--- src/rtl/button_conditioner.sv ---
// Push-button front end: 2-FF synchroniser, debounce FSM, press/release pulses, long-press level.
// Optional auto-repeat of press_pulse while held long is built only when BUTTON_AUTO_REPEAT_EN is defined.
module button_conditioner #(
    parameter int unsigned DEBOUNCE_CYCLES = 16,
    parameter int unsigned HOLD_CYCLES     = 200,
    parameter int unsigned REPEAT_CYCLES   = 50,
    parameter int unsigned CNT_W           = 16
) (
    input  logic clk,
    input  logic rst,
    input  logic button_raw,
    output logic button,
    output logic press_pulse,
    output logic release_pulse,
    output logic held_long
);

    localparam longint unsigned CNT_MAX = (64'd1 << CNT_W) - 64'd1;

    // Out-of-range settings would make the terminal compares unreachable.
    if (DEBOUNCE_CYCLES < 2 || DEBOUNCE_CYCLES > CNT_MAX ||
        HOLD_CYCLES < 1 || HOLD_CYCLES > CNT_MAX ||
        REPEAT_CYCLES < 1 || REPEAT_CYCLES > CNT_MAX) begin : g_bad_params
        $error("button_conditioner: parameter out of legal range");
    end

    localparam logic [CNT_W-1:0] DEB_LAST  = CNT_W'(DEBOUNCE_CYCLES - 1);
    localparam logic [CNT_W-1:0] HOLD_MAX  = CNT_W'(HOLD_CYCLES);
    localparam logic [CNT_W-1:0] HOLD_LAST = CNT_W'(HOLD_CYCLES - 1);

    typedef enum logic [1:0] {
        IDLE,
        PRESS_CHK,
        PRESSED,
        RELEASE_CHK
    } state_t;

    state_t           state;
    logic             s1;
    logic             s;
    logic [CNT_W-1:0] cnt;
    logic [CNT_W-1:0] hold_cnt;

    always_ff @(posedge clk or negedge rst) begin
        if (!rst) begin
            s1 <= 1'b0;
            s  <= 1'b0;
        end else begin
            s1 <= button_raw;
            s  <= s1;
        end
    end

`ifdef BUTTON_AUTO_REPEAT_EN
    localparam logic [CNT_W-1:0] REP_LAST = CNT_W'(REPEAT_CYCLES - 1);
    logic [CNT_W-1:0] rep_cnt;
`endif

    always_ff @(posedge clk or negedge rst) begin
        if (!rst) begin
            state         <= IDLE;
            cnt           <= '0;
            hold_cnt      <= '0;
            button        <= 1'b0;
            press_pulse   <= 1'b0;
            release_pulse <= 1'b0;
            held_long     <= 1'b0;
`ifdef BUTTON_AUTO_REPEAT_EN
            rep_cnt       <= '0;
`endif
        end else begin
            press_pulse   <= 1'b0;
            release_pulse <= 1'b0;
            case (state)
                IDLE: begin
                    if (s) begin
                        state <= PRESS_CHK;
                        cnt   <= '0;
                    end
                end
                PRESS_CHK: begin
                    if (!s) begin
                        state <= IDLE;
                    end else if (cnt == DEB_LAST) begin
                        state       <= PRESSED;
                        button      <= 1'b1;
                        press_pulse <= 1'b1;
                        hold_cnt    <= '0;
                    end else begin
                        cnt <= cnt + 1'b1;
                    end
                end
                PRESSED: begin
                    // Hold (and repeat) progress only advances while the input still reads pressed.
                    if (!s) begin
                        state <= RELEASE_CHK;
                        cnt   <= '0;
                    end else begin
                        if (hold_cnt != HOLD_MAX) hold_cnt <= hold_cnt + 1'b1;
                        if (hold_cnt == HOLD_LAST) held_long <= 1'b1;
`ifdef BUTTON_AUTO_REPEAT_EN
                        if (held_long) begin
                            if (rep_cnt == REP_LAST) begin
                                press_pulse <= 1'b1;
                                rep_cnt     <= '0;
                            end else begin
                                rep_cnt <= rep_cnt + 1'b1;
                            end
                        end
`endif
                    end
                end
                RELEASE_CHK: begin
                    if (s) begin
                        state <= PRESSED;
                    end else if (cnt == DEB_LAST) begin
                        state         <= IDLE;
                        button        <= 1'b0;
                        held_long     <= 1'b0;
                        release_pulse <= 1'b1;
`ifdef BUTTON_AUTO_REPEAT_EN
                        rep_cnt       <= '0;
`endif
                    end else begin
                        cnt <= cnt + 1'b1;
                    end
                end
                default: state <= IDLE;
            endcase
        end
    end

endmodule

--- config.mk ---
export PLATFORM = sky130hd
export DESIGN_NAME = button_conditioner
export DESIGN_NICKNAME = d
export VERILOG_FILES = /design/src/rtl/button_conditioner.sv
export SDC_FILE = /design/constraint.sdc
export NUM_CORES = 1
export LEC_CHECK = 0
export CAP_MARGIN = 0
export CORE_UTILIZATION = 60
export DETAILED_ROUTE_END_ITERATION = 10
export PLACE_DENSITY = 0.75
export SYNTH_ARGS = -nofsm -noshare
export SYNTH_HDL_FRONTEND = slang
export SYNTH_SLANG_ARGS = --single-unit
export TNS_END_PERCENT = 30
--- constraint.sdc ---
create_clock -name clk -period 2.55 [get_ports clk]
set_input_delay 0.765 -clock clk [delete_from_list [all_inputs] [get_ports clk]]
set_output_delay 0.765 -clock clk [all_outputs]
set_load 0.01 [all_outputs]
After elaboration in Yosys (flattened, before gate mapping)
Index checks and enable logic that the tools add are counted.
Operators by class
  add/subtract/negate cells: 2
  equal/unequal tests: 17
  multiplexer cells: 31
  reduce and logical (&&, ||, !) cells: 9
Operator list (number)
  2-to-1 mux 16 bit: 9
  one-hot mux 16 bit (4 select lines): 1
  adder 16 x 1 -> 16 bit, second input constant: 2
  one-hot mux 16 bit (2 select lines): 1
  inequality test 2 bit, second input constant: 9
  equality test 16 x 4 -> 1 bit, second input constant: 1
  equality test 16 x 8 -> 1 bit, second input constant: 1
  inequality test 16 x 8 -> 1 bit, second input constant: 1
  AND reduction 5 bit: 3
  2-to-1 mux 2 bit: 6
  2-to-1 mux 1 bit: 11
  one-hot mux 2 bit (4 select lines): 1
  AND reduction 4 bit: 2
  inequality test 3 bit, second input constant: 2
  nonzero test 2 bit: 3
  equality test 2 bit, second input constant: 2
  one-hot mux 1 bit (2 select lines): 2
  equality test 2 x 1 -> 1 bit, second input constant: 1
  logical NOT 2 bit: 1
Word-level totals
  flip-flop bits (word level): 40
  input port bits: 3
  output and inout port bits: 4
  logic and storage cells: 68

Logic depth before layout (Yosys ltp)
Gate-level depths: netlist of run 1.
  depth after elaboration: 4
  mapped depth: 7
  depth with buffers taken out: 6

Least setup slack after synthesis of run 1
OpenSTA, ideal clock, no wires.
  path type: register -> register
  start: register hold_cnt[0]
  end: register hold_cnt[14]
  library setup time: 0.124 ns
  data arrival time: 1.686 ns
  required time: 2.426 ns
  slack: 0.740 ns
  cell stages (with the launch flop): 6
  path buffers: 0
  period minus slack after synthesis: 1.810 ns
  path through: dfrtp_1 -> ha_1 -> nand3_1 -> or3_1 -> o211a_1 -> a211o_1
On the way
  cells in the longest elaborated chain, start to end: 4
  elaborated cells between the ends (all ways): 7
  those cells by class: add/sub (1); eq/ne (2); mux (3); reduce/logical (1)
RTL lines
  start: declaration: line 42  | logic [CNT_W-1:0] hold_cnt;
  start signal: assignment: line 99  | if (hold_cnt != HOLD_MAX) hold_cnt <= hold_cnt + 1'b1;
  adder 16 x 1 -> 16 bit: line 99
  2-to-1 mux 16 bit: line 99
  2-to-1 mux 16 bit: line 95  | if (!s) begin
  one-hot mux 16 bit (2 select lines): line 74  | case (state)
Several ways; a longest one is shown, not always the timed one. The select of a mux whose other input is x is not followed.
A chain may end at the register's enable or synchronous reset.

Worst setup path in the final report of run 1
  start: register state[0]
  end: register cnt[9]
On the way
  cells in the longest elaborated chain, start to end: 3
  elaborated cells between the ends (all ways): 10
  those cells by class: eq/ne (7); mux (1); reduce/logical (2)
RTL lines
  start: declaration: line 38  | state_t state;
  start signal: assignment: line 61  | state <= IDLE;
  start signal: assignment: line 77  | state <= PRESS_CHK;
  start signal: assignment: line 83  | state <= IDLE;
  equality test 2 bit, or another cell as far along: line 74
  inequality test 2 bit (no line)
  AND reduction 4 bit (no line)
  end signal: assignment: line 90  | cnt <= cnt + 1'b1;
  end signal: assignment: line 125  | cnt <= cnt + 1'b1;
  end: declaration: line 41  | logic [CNT_W-1:0] cnt;
Several ways; a longest one is shown, not always the timed one.

==> impl_metrics.tcl, run 1 <==
set metrics [dict create \
    drt-total-wl_um 4781 \
    clockBufferDepth 2 \
    synth_nets 242 \
    finish.utilization_pct 68.99 \
    leakage_nw 1.027 \
    ys_warn_count 0 \
    timing.slew.headroom_pct 40.67 \
    synthArstFlopShare_pct 100.0 \
    avgSynthCellArea_um2 9.373 \
    grt_pass1_wl_um 8286 \
    final_common_cell "dfrtp_1" \
    cts_resized 0 \
    tightest_slew_ps 889.9 \
    layout.nets 248 \
    p_per_area_nw_per_um2 476.1 \
    dieHeight_um 62.72 \
    gp_congestion 0.8819 \
    status "completed" \
    fin_area_um2 2375 \
    finalCriticalPeriod_ps 2010 \
    firstDrtPassIters 4 \
    hp-class "flip-flop to flip-flop" \
    clockRootBuffer "clkbuf_8" \
    vias_per_cell 6.516 \
    rsz0062_at_grt "no" \
    finalMaxSlewViolations 0 \
    worstRegToRegCells 5 \
    die_w_um 62.72 \
    ios 7 \
    cp-start-kind "flip-flop" \
    post_cts_buffers 0 \
    pre_cts_slack_ps 562.8 \
    worstSkewPairLatency_ps 300 \
    reg2reg_from "state[0]" \
    drcViolationCount 0 \
    finalHoldViolCount 0 \
    fin_skew_ps 7.718 \
    cts.sinks 40 \
    maxClockFrequency_ghz 0.4975 \
    dp.cells 281 \
    critPathCapture "cnt[9]" \
    rows 21 \
    fillers 275 \
    grt_usage_pct 27.24 \
    synth-seq-cells 40 \
    whs_ps 362.7 \
    vdd_drop_max_mv 0.3639 \
    setup-tns-final_ps 0 \
    setup_viol 0 \
    yosysUniqueCellTypes 50 \
    areaGrowthSynthToFinish_pct 7.353 \
    die_area_um2 3934 \
    port_buffers 6 \
    synthFlopType "dfrtp_1" \
    dr_total_vias 1883 \
    grt_max_degree 41 \
    critPathRequiredTime_ps 2770 \
    synth_edf_count 0 \
    postCtsHoldBufs 0 \
    clk_pin_slew_ps 80 \
    grt_pass1_vias 1814 \
    fin_crit_sh_pct 78.83 \
    htree_levels 2 \
    crit_fanout 16 \
    dp_hpwl_um 3367 \
    num_antenna_cells 0 \
    drtAntennaViolNets 0 \
    cap_violations 0 \
    synth_area_um2 2212 \
    initial_core_util_pct 64.27 \
    syn_inst 236 \
    grt-ovfl-total 0 \
    yosysSeqAreaShare_pct 45.25 \
    wl_per_cell_um 16.54 \
    design.core.area_um2 3442 \
    drive_above_1_share_pct 9.465 \
    setup_slack_ps 539.9 \
    place_area_um2 2282 \
    crit_type "flip-flop to flip-flop" \
    drt_iter0_markers 158 \
    cts_tree "done" \
    reg2reg_to "cnt[9]" \
    fin_total_pwr_mw 1.131 \
    cp-end-kind "flip-flop" \
    startpoint "state[0]" \
    layout_common_cells "40 x dfrtp_1, 27 x nand2_1, 16 x nor2_1, 16 x o21ai_0, 15 x a31oi_1" \
    numCtsBuffers 5 \
    stdcell_count 289 \
    antenna_found_initial 0 \
    crit_arrival_ps 2230 \
    r2r_slack_ps 540 \
]
state kept, by name, summed over array words and instances, names as in the netlist, named ones only:
| signal | count |
|---|---|
| s | 1 |
| release_pulse | 1 |
| button | 1 |
| held_long | 1 |
| press_pulse | 1 |
| cnt | 16 |
| hold_cnt | 16 |
| state | 1 |
| s1 | 1 |
how the worst min path moves through the flow:
stage	startpoint	end	slack, ps	cells after the start
2_1_floorplan	s1	s	330	0
3_3_place_gp	s1	s	340	0
6_report	s1	s	360	0
5_1_grt	s1	s	370	0
3_5_place_dp	s1	s	350	0
4_1_cts	s1	s	370	0
power breakdown:
group | internal, mW | switching, mW | total (mW)
sequential | 0.643 | 0.0112 | 0.654
clock | 0.216 | 0.215 | 0.431
combinational | 0.0134 | 0.0324 | 0.0459
cell type report:
type	count	area (µm²)	area share, %
Clock buffer	6	82.58	3.477
Inverter	8	30.03	1.264
Timing Repair Buffer	8	70.07	2.950
Multi-Input combinational cell	179	1124	47.31
Tap cell	46	57.56	2.424
Sequential cell	40	1001	42.15
Clock inverter	2	10.01	0.4215
worst max-delay path, stage by stage, from the launching register on:
cell	delay, ps
dfrtp_1	530
nor4b_2	310
nand4_1	210
o21ai_2	550
o21ai_0	190
a21oi_1	150
routing by layer:
metal,track usage [%],vias up,wire length (µm)
met3,6.387,22,205
met5,0,-,0
li1,-,898,-
met4,15.41,0,176
met2,45.65,57,2435
met1,31.96,906,1964
kinds of logic after synthesis:
group	Yosys count	share of synthesized area, %
AND/OR/NAND/NOR	106	26.87
AO/OA/AOI/OAI	62	18.89
flip-flops	40	45.25
buffers and inverters	17	3.960
XOR/XNOR	5	1.980
multiplexers	3	1.358
adder cells (fa/ha/maj)	3	1.697
cell usage after synthesis, types with 4 or more instances:
cell | instances | area share [%]
nor3_1 | 6 | 1.4
nor2_1 | 16 | 2.7
nand2_1 | 27 | 4.6
o21ai_0 | 16 | 3.6
and3_1 | 6 | 1.7
nand3_1 | 14 | 3.2
a21oi_1 | 11 | 2.5
inv_1 | 8 | 1.4
buf_2 | 4 | 0.91
or3_1 | 5 | 1.4
a31oi_1 | 15 | 4.2
dfrtp_1 | 40 | 45
nand4_1 | 7 | 2.0
Note: power is estimated with default switching activity, not from simulation.
==> run 2: changes to the inputs <==
Clock period 2.55 ns to 1.85 ns, I/O delays scaled along.
==> impl_metrics.tcl, run 2 (synthesized netlist as in run 1, its figures left out) <==
set metrics [dict create \
    finalMaxSlewViolations 0 \
    setup_slack_ps 36.42 \
    setup_viol 0 \
    grt_pass1_wl_um 8500 \
    dr_total_vias 2029 \
    num_antenna_cells 0 \
    fin_skew_ps 7.762 \
    grt-ovfl-total 0 \
    gp_congestion 0.9017 \
    tightest_slew_ps 471.5 \
    fillers 219 \
    clockRootBuffer "clkbuf_8" \
    slowest_stage "or3_4" \
    cts_tree "done" \
    layout_common_cells "39 x dfrtp_1, 29 x buf_4, 27 x nand2_1, 16 x o21ai_0" \
    reg_top3 "cnt: 16 flops, hold_cnt: 16 flops" \
    critPathRequiredTime_ps 2030 \
    finalHoldViolCount 0 \
    firstDrtPassIters 5 \
    pre_cts_slack_ps 31.92 \
    hp-class "input port to async pin" \
    crit_fanout 5 \
    clockBufferDepth 2 \
    leakage_nw 1.168 \
    drcViolationCount 0 \
    maxClockFrequency_ghz 0.5514 \
    design.core.area_um2 3442 \
    antenna_found_initial 0 \
    die_w_um 62.72 \
    final_common_cell "dfrtp_1" \
    grt_max_degree 22 \
    rows 21 \
    drt_iter0_markers 253 \
    crit_path_cell_trace "ha_2 -> nand3_1 -> or3_4 -> o211a_1 -> a211o_1" \
    drtAntennaViolNets 0 \
    p_per_area_nw_per_um2 592.4 \
    port_buffers 6 \
    htree_levels 2 \
    areaGrowthSynthToFinish_pct 20.87 \
    area.sequential_um2 1002 \
    drive_above_1_share_pct 23.53 \
    grt_usage_pct 27.71 \
    drt-total-wl_um 5333 \
    ios 7 \
    critical-path-max-stage-delay_ps 440 \
    clk_pin_slew_ps 80 \
    dieHeight_um 62.72 \
    layout.nets 277 \
    crit_family "simple AND/OR/NAND/NOR gates" \
    initial_core_util_pct 64.27 \
    die_area_um2 3934 \
    finalCriticalPeriod_ps 1814 \
    crit_arrival_ps 1990 \
    worstSkewPairLatency_ps 290 \
    vias_per_cell 6.381 \
    rsz0062_at_grt "yes" \
    multi_input_area_um2 1197 \
    status "completed" \
    fin_crit_sh_pct 98.03 \
    grt_pass1_vias 1847 \
    timing.slew.headroom_pct 68.56 \
    numCtsBuffers 5 \
    vdd_drop_max_mv 0.3790 \
    cp_num_buf_inv 0 \
    crit_type "flip-flop to flip-flop" \
    dp_hpwl_um 3578 \
    cap_violations 0 \
    cp-end-kind "flip-flop" \
    cp-start-kind "flip-flop" \
    fin_total_pwr_mw 1.584 \
    wl_per_cell_um 16.77 \
    cts.sinks 40 \
]
[run 2: changes by cell type in the layout (fill, tap and decap cells not counted), moves of 2 or more]
cell / before / now
buf_4: 2 / 29
and3_4: 0 / 2
and3_1: 6 / 3
nor4_1: 3 / 1
clkinv_2: 2 / 0
nor3_2: 0 / 2
nor3_1: 6 / 4
[run 2: area by class of cell]
cell class,instances,area share [%]
Clock inverter,1,0.2808
Clock buffer,7,3.229
Tap cell,46,2.153
Multi-Input combinational cell,180,44.78
Inverter,8,1.123
Timing Repair Buffer,36,10.95
Sequential cell,40,37.48
[run 2: final timing paths]
check | startpoint | end | slack, ps | depth (start not counted)
worst max-delay path | hold_cnt[1] | hold_cnt[14] | 40 | 5
worst min-delay path | rst | hold_cnt[0] | 210 | 1
worst max register to register | hold_cnt[1] | hold_cnt[14] | 40 | 5
worst min register to register | s1 | s | 360 | 0
max in group asynchronous | rst | cnt[6] | 1170 | 2
min in group clk | s1 | s | 360 | 0
[run 2: repair_timing]
action,CTS,global route
setup buffers,0,4
resized for setup,0,15
endpoints found under the setup margin,0,13
hold buffers,0,0
[run 2: routing by layer]
layer | GRT usage, % | share of wire, % | wire length [µm]
met4 | 6.686 | 2.0 | 105
met3 | 5.474 | 4.6 | 246
met2 | 48.91 | 52 | 2760
met1 | 34.70 | 42 | 2220
met5 | 0 | 0 | 0
[run 2: per-stage QoR]
step / instance area (µm²) / hold slack (ps) / cells / util, % / setup TNS, ps
floorplan: 2212 / 259.4 / 236 / - / 0
global placement: 2475 / 339.3 / 305 / 71.90 / 0
detailed placement: 2475 / 344.1 / 305 / 71.90 / 0
CTS: 2569 / 214.2 / 313 / 74.63 / 0
global route: 2674 / 236.6 / 318 / 77.68 / -50.37
finish: 2674 / 208.2 / 318 / 77.68 / 0
[run 2: worst reg2reg max path, cell delays in order (launching register included)]
cell and delay (ps):
dfrtp_1 410, ha_2 210, nand3_1 160, or3_4 440, o211a_1 230, a211o_1 260
[run 2: report_power, final]
| part | total, mW | switching, mW | internal (mW) | leakage, nW |
|---|---|---|---|---|
| logic | 0.0789 | 0.0501 | 0.0288 | 0.575 |
| registers | 0.901 | 0.0147 | 0.886 | 0.549 |
| clock network | 0.605 | 0.301 | 0.303 | 0.0445 |
| total | 1.58 | 0.366 | 1.22 | 1.17 |
